[config.mk]
export PLATFORM = sky130hd
export DESIGN_NAME = spi_max7219_receiver
export DESIGN_NICKNAME = d
export VERILOG_FILES = /design/src/rtl/max7219_pkg.sv /design/src/rtl/spi_input_sync.sv /design/src/rtl/spi_max7219_receiver.sv
export SDC_FILE = /design/constraint.sdc
export NUM_CORES = 2
export LEC_CHECK = 0
export BUFFER_PORTS_ARGS = -buffer_cell sky130_fd_sc_hd__buf_4
export CAP_MARGIN = 20
export CORE_AREA = 2 2 640 642
export CTS_CLUSTER_SIZE = 28
export DETAILED_ROUTE_END_ITERATION = 10
export DIE_AREA = 0 0 642 644
export RECOVER_POWER = 50
export SLEW_MARGIN = 25
export SYNTH_ARGS = -nofsm -noshare
export SYNTH_HDL_FRONTEND = slang
export SYNTH_HIERARCHICAL = 1
export SYNTH_SLANG_ARGS = --single-unit
[constraint.sdc]
create_clock -name i_Clk -period 7.1 [get_ports i_Clk]
set_clock_uncertainty 0.05 [all_clocks]
set_input_delay 2.13 -clock i_Clk [delete_from_list [all_inputs] [get_ports i_Clk]]
set_output_delay 2.13 -clock i_Clk [all_outputs]
set_load 0.05 [all_outputs]
[src/rtl/max7219_pkg.sv]
// max7219_pkg
//   Shared definitions for the MAX7219 display link: register addresses,
//   the 16-bit serial word layout and the 8x8 matrix row types. The driver
//   side uses the same row typedefs, so frame data lines up on both ends.
//   No ports.
package max7219_pkg;

  // MAX7219 register addresses (bits [11:8] of a serial word).
  localparam logic [3:0] NOOP      = 4'h0;
  localparam logic [3:0] DIGIT0    = 4'h1;
  localparam logic [3:0] DIGIT1    = 4'h2;
  localparam logic [3:0] DIGIT2    = 4'h3;
  localparam logic [3:0] DIGIT3    = 4'h4;
  localparam logic [3:0] DIGIT4    = 4'h5;
  localparam logic [3:0] DIGIT5    = 4'h6;
  localparam logic [3:0] DIGIT6    = 4'h7;
  localparam logic [3:0] DIGIT7    = 4'h8;
  localparam logic [3:0] DECODE    = 4'h9;
  localparam logic [3:0] INTENSITY = 4'hA;
  localparam logic [3:0] SCANLIMIT = 4'hB;
  localparam logic [3:0] SHUTDOWN  = 4'hC;
  localparam logic [3:0] TEST      = 4'hF;

  localparam int WORD_BITS = 16;

  // One serial word as it appears on the wire, MSB first. The top nibble
  // is don't-care on the MAX7219.
  typedef struct packed {
    logic [3:0] pad;
    logic [3:0] addr;
    logic [7:0] data;
  } max7219_word_t;

  // One 8-pixel row of an 8x8 matrix, and a full matrix of 8 rows.
  typedef logic [7:0] max7219_row_t;
  typedef max7219_row_t [7:0] max7219_matrix_t;

  // Digit register address 0x1..0x8 -> row index 0..7.
  function automatic logic [2:0] digit_row(input logic [3:0] addr);
    return 3'(addr - 4'd1);
  endfunction

endpackage

[src/rtl/spi_input_sync.sv]
// spi_input_sync
//   Two-flop synchronizer for one asynchronous input, followed by a
//   registered edge detector.
//   Ports:
//     i_Clk, i_Rst_n : system clock, async active-low reset
//     i_Async        : asynchronous input pin
//     o_Level        : synchronized level, delayed one cycle so it is aligned
//                      with o_Rise/o_Fall (same cycle the edge is reported)
//     o_Rise, o_Fall : one-cycle pulses on synchronized rising/falling edges
//   RESET_VAL sets the assumed idle level so that an input sitting at its
//   idle value when reset releases does not produce a spurious edge.
module spi_input_sync #(
  parameter logic RESET_VAL = 1'b0
) (
  input  logic i_Clk,
  input  logic i_Rst_n,
  input  logic i_Async,
  output logic o_Level,
  output logic o_Rise,
  output logic o_Fall
);

  logic meta;
  logic sync;
  logic prev;

  always_ff @(posedge i_Clk or negedge i_Rst_n) begin
    if (!i_Rst_n) begin
      meta   <= RESET_VAL;
      sync   <= RESET_VAL;
      prev   <= RESET_VAL;
      o_Rise <= 1'b0;
      o_Fall <= 1'b0;
    end else begin
      meta   <= i_Async;
      sync   <= meta;
      prev   <= sync;
      o_Rise <= sync & ~prev;
      o_Fall <= ~sync & prev;
    end
  end

  assign o_Level = prev;

endmodule

[src/rtl/spi_max7219_receiver.sv]
// spi_max7219_receiver
//   Far end of the MAX7219 daisy-chain link. Samples the Stb/Clk/Din bus,
//   deserializes one full chain transfer per Stb low period and, on Stb
//   rising, decodes it into per-device register shadows and a pixel frame.
//   Ports:
//     i_Clk, i_Rst_n        : system clock, async active-low reset
//     i_SPI_MAX7219_Stb/Clk/Din : SPI bus from the driver (async to i_Clk)
//     o_Frame               : digit rows [row][matrix row][matrix col][8 px]
//     o_Intensity, o_ScanLimit, o_Shutdown_n, o_DecodeMode, o_DisplayTest :
//                             per-device register shadows
//     o_Commit / o_Err      : one-cycle pulse per accepted / rejected latch
//   Optional feature macro SPI_MAX7219_RX_STATS_EN adds o_CommitCount and
//   o_ErrCount, 16-bit wrapping counters of the two pulses.
module spi_max7219_receiver
  import max7219_pkg::*;
#(
  parameter int DISP_COLUMNS = 4,
  parameter int DISP_ROWS    = 5
) (
  input  logic i_Clk,
  input  logic i_Rst_n,
  input  logic i_SPI_MAX7219_Stb,
  input  logic i_SPI_MAX7219_Clk,
  input  logic i_SPI_MAX7219_Din,
  output logic [0:7][DISP_ROWS-1:0][DISP_COLUMNS-1:0][7:0] o_Frame,
  output logic [DISP_ROWS*DISP_COLUMNS-1:0][3:0] o_Intensity,
  output logic [DISP_ROWS*DISP_COLUMNS-1:0][2:0] o_ScanLimit,
  output logic [DISP_ROWS*DISP_COLUMNS-1:0]      o_Shutdown_n,
  output logic [DISP_ROWS*DISP_COLUMNS-1:0][7:0] o_DecodeMode,
  output logic [DISP_ROWS*DISP_COLUMNS-1:0]      o_DisplayTest,
  output logic o_Commit,
  output logic o_Err
`ifdef SPI_MAX7219_RX_STATS_EN
  ,
  output logic [15:0] o_CommitCount,
  output logic [15:0] o_ErrCount
`endif
);

  localparam int N          = DISP_ROWS * DISP_COLUMNS;
  localparam int DATA_WIDTH = N * WORD_BITS;
  localparam int CNT_W      = $clog2(DATA_WIDTH + 1);
  localparam logic [CNT_W-1:0] CNT_FULL = CNT_W'(DATA_WIDTH);

  logic stb_level, stb_rise, stb_fall;
  logic clk_rise;
  logic din_level;
  logic clk_level_unused, clk_fall_unused;
  logic din_rise_unused, din_fall_unused;

  // Stb idles high, so its synchronizer resets to 1.
  spi_input_sync #(.RESET_VAL(1'b1)) u_stb_sync (
    .i_Clk   (i_Clk),
    .i_Rst_n (i_Rst_n),
    .i_Async (i_SPI_MAX7219_Stb),
    .o_Level (stb_level),
    .o_Rise  (stb_rise),
    .o_Fall  (stb_fall)
  );

  spi_input_sync #(.RESET_VAL(1'b0)) u_clk_sync (
    .i_Clk   (i_Clk),
    .i_Rst_n (i_Rst_n),
    .i_Async (i_SPI_MAX7219_Clk),
    .o_Level (clk_level_unused),
    .o_Rise  (clk_rise),
    .o_Fall  (clk_fall_unused)
  );

  spi_input_sync #(.RESET_VAL(1'b0)) u_din_sync (
    .i_Clk   (i_Clk),
    .i_Rst_n (i_Rst_n),
    .i_Async (i_SPI_MAX7219_Din),
    .o_Level (din_level),
    .o_Rise  (din_rise_unused),
    .o_Fall  (din_fall_unused)
  );

  logic [DATA_WIDTH-1:0] shift_q;
  logic [CNT_W-1:0]      bit_cnt;
  logic                  ovf;
  logic                  latch_ok;

  assign latch_ok = stb_rise && (bit_cnt == CNT_FULL) && !ovf;

  // Shift/count path. stb_level is already high in the cycle stb_rise is
  // reported, so a Clk edge detected together with the latch is dropped.
  always_ff @(posedge i_Clk or negedge i_Rst_n) begin
    if (!i_Rst_n) begin
      shift_q  <= '0;
      bit_cnt  <= '0;
      ovf      <= 1'b0;
      o_Commit <= 1'b0;
      o_Err    <= 1'b0;
    end else begin
      o_Commit <= 1'b0;
      o_Err    <= 1'b0;
      if (stb_fall) begin
        bit_cnt <= '0;
        ovf     <= 1'b0;
      end else if (clk_rise && !stb_level) begin
        shift_q <= {shift_q[DATA_WIDTH-2:0], din_level};
        if (bit_cnt == CNT_FULL) begin
          ovf <= 1'b1;
        end else begin
          bit_cnt <= bit_cnt + 1'b1;
        end
      end
      if (stb_rise) begin
        if (latch_ok) begin
          o_Commit <= 1'b1;
        end else begin
          o_Err <= 1'b1;
        end
      end
    end
  end

  // Per-device register shadows. Device k owns shift_q word k; device 0 is
  // first in the chain, i.e. the last word shifted in.
  for (genvar k = 0; k < N; k++) begin : g_dev
    max7219_word_t word;
    max7219_row_t [0:7] rows;
    logic [3:0] intensity;
    logic [2:0] scan_limit;
    logic       shutdown_n;
    logic [7:0] decode_mode;
    logic       display_test;
    logic       pad_unused;

    assign word       = shift_q[WORD_BITS*k +: WORD_BITS];
    assign pad_unused = ^word.pad;

    always_ff @(posedge i_Clk or negedge i_Rst_n) begin
      if (!i_Rst_n) begin
        rows         <= '0;
        intensity    <= '0;
        scan_limit   <= '0;
        shutdown_n   <= 1'b0;
        decode_mode  <= '0;
        display_test <= 1'b0;
      end else if (latch_ok) begin
        case (word.addr)
          DIGIT0, DIGIT1, DIGIT2, DIGIT3,
          DIGIT4, DIGIT5, DIGIT6, DIGIT7: rows[digit_row(word.addr)] <= word.data;
          DECODE:    decode_mode  <= word.data;
          INTENSITY: intensity    <= word.data[3:0];
          SCANLIMIT: scan_limit   <= word.data[2:0];
          SHUTDOWN:  shutdown_n   <= word.data[0];
          TEST:      display_test <= word.data[0];
          NOOP:      ;
          default:   ;  // 0xD, 0xE leave the device untouched
        endcase
      end
    end

    for (genvar r = 0; r < 8; r++) begin : g_row
      assign o_Frame[r][k / DISP_COLUMNS][k % DISP_COLUMNS] = rows[r];
    end

    assign o_Intensity[k]   = intensity;
    assign o_ScanLimit[k]   = scan_limit;
    assign o_Shutdown_n[k]  = shutdown_n;
    assign o_DecodeMode[k]  = decode_mode;
    assign o_DisplayTest[k] = display_test;
  end

`ifdef SPI_MAX7219_RX_STATS_EN
  always_ff @(posedge i_Clk or negedge i_Rst_n) begin
    if (!i_Rst_n) begin
      o_CommitCount <= '0;
      o_ErrCount    <= '0;
    end else begin
      if (o_Commit) o_CommitCount <= o_CommitCount + 16'd1;
      if (o_Err)    o_ErrCount    <= o_ErrCount + 16'd1;
    end
  end
`endif

endmodule

==> impl_metrics.ini <==
[place]
portBuffers = 1626
dpl_cell_area_mm2 = 0.0966
gp_congestion = 0.823
dp_slack_ns = 2.00
place_hpwl_um = 268000

[floorplan]
core_area_mm2 = 0.408
die_h_um = 644
die_w_um = 642
start_util_pct = 19.1
io_pins = 1627
rows = 235
dieArea_mm2 = 0.413

[timing]
final_hold_viol_count = 0
final-setup-viol-count = 0
worstMarginPinSlew_ns = 3.18
tns_ns = 0
slew_headroom_pct = -112
worst_slack_ns = 1.29
drv_slew = 333
period_share_pct = 81.8
max_freq_ghz = 0.172
fin_crit_ns = 5.81
rsz0062_at_grt = false

[cells_and_area]
fin_util_pct = 25.5
areaGrowthSynthToFinish_pct = 33.9
multiInputGateArea_mm2 = 0.0271
final_cell_mix = 1942 x dfrtp_1, 1895 x mux2_2, 1674 x buf_4
fin_area_mm2 = 0.104
layout_commonest_cell = dfrtp_1
nFillCells = 42200
drive_gt1_share_pct = 59.8
fin_nets = 6669
seq_area_mm2 = 0.0491

[power_and_ir_drop]
finalPower_mw = 24.1
leakage_nw = 52.9
powerDensity_mw_per_mm2 = 231
ir_drop_mv = 0.184

[route]
vias = 51200
drc = 0
via_per_inst = 4.18
postRouteAntennaNets = 0
firstDrtPassIters = 5
routedWlPerCell_um = 29.0
drt-total-wl_um = 356000
drt_iter0_drc = 3571

[worst_setup_path]
critical_path.endpoint = o_Frame[379]
worstSetupPathType = flop to flop
critPathLaunchType = flop
worstReg2RegEnd = o_Frame[379]
required_ns = 7.83
crit-reg2reg-launch = bit_cnt[0]
worst-path-max-fanout = 14
end_kind = flop
worst_ep_arrival_time_ns = 6.54
critPathLaunch = bit_cnt[0]
r2r_cells = 8
r2r_setup_slack_ns = 1.29

[clock_network]
cts_root_buffer = clkbuf_16
cts_tree = built
cts_buffers = 228
cts_setup_buffers = 0
cts_hold_buf = 0
cts.sinks = 1960
cts_resized = 0
clk_pin_slew_ns = 0.06
clock_path_buffers = 4
htree_levels = 4
insertion_delay_ns = 0.92

[global_route]
grt_max_degree = 155
grt_overflow_total = 0
grt_pass1_vias = 53200
track_usage_pct = 16.6
antenna_found_initial = 46
grt_pass1_wl_um = 479000

[logic_synthesis]
syn_area_per_cell_um2 = 15.6
syn_inst = 4989
synth_fp_nets = 5076
synthesis.area_mm2 = 0.0777
ys.warnings.count = 6

[run_status]
status = finished with violations
violations = max-capacitance violations, max-slew violations

[run]
maxCapViolations = 12

[worst_hold_path]
min_path_type = flop to flop
[power by group]
group	switching (mW)	internal [mW]	leakage [nW]
combinational	0.346	0.0702	21.8
sequential	0.177	11.2	27.3
clock	5.14	7.17	3.78
total	5.66	18.4	52.9
[final cells by class]
| type | count | area share (%) |
|---|---|---|
| clock buffers | 316 | 6.19 |
| repair buffers | 1730 | 12.6 |
| well taps | 5451 | 6.55 |
| flip-flops and latches | 1960 | 47.2 |
| diodes | 32 | 0.0769 |
| clock inverters | 98 | 1.24 |
| multi-input cells | 2616 | 26.0 |
| inverters | 46 | 0.171 |
[worst max-delay path, stage by stage, from the launching register on]
cell and delay (ns):
dfrtp_1 0.46, inv_1 0.11, ha_1 0.19, nor4bb_1 0.53, clkbuf_1 1.80, nand4_1 0.72
a211oi_1 0.95, clkbuf_1 0.44, mux2_2 0.39
[layer usage]
layer	wire [µm]	vias up	track usage (%)	share of wire, %
met5	12	-	0	0.0034
met4	14100	2	6.10	4.0
met2	168000	1988	27.2	47
li1	-	21100	-	-
met1	147000	27600	20.7	41
met3	26100	534	4.74	7.3
[worst min path at each step]
| stage | slack, ns | startpoint | cells past startpoint | end |
|---|---|---|---|---|
| global route | 0.29 | u_stb_sync/meta | 0 | u_stb_sync/sync |
| floorplan | 0.28 | u_clk_sync/meta | 0 | u_clk_sync/sync |
| CTS | 0.28 | u_stb_sync/meta | 0 | u_stb_sync/sync |
| finish | 0.30 | u_din_sync/meta | 0 | u_din_sync/sync |
| global placement | 0.28 | u_din_sync/sync | 0 | u_din_sync/o_Level |
| detailed placement | 0.29 | u_din_sync/meta | 0 | u_din_sync/sync |
[flip-flops by register name (all words and copies together), names as in the netlist, 9 cells and up]
register	flops
o_Frame	1280
shift_q	316
g_dev.decode_mode	160
g_dev.intensity	80
g_dev.scan_limit	60
g_dev.display_test	20
g_dev.shutdown_n	20
bit_cnt	9
[stage by stage]
step,hold WS (ns),std cells
3_5_place_dp,0.286,11800
5_1_grt,0.292,12200
6_report,0.299,12200
4_1_cts,0.278,12200
3_3_place_gp,0.285,11800
2_1_floorplan,0.281,4989
No activity file was read; power rests on OpenSTA's default activity.
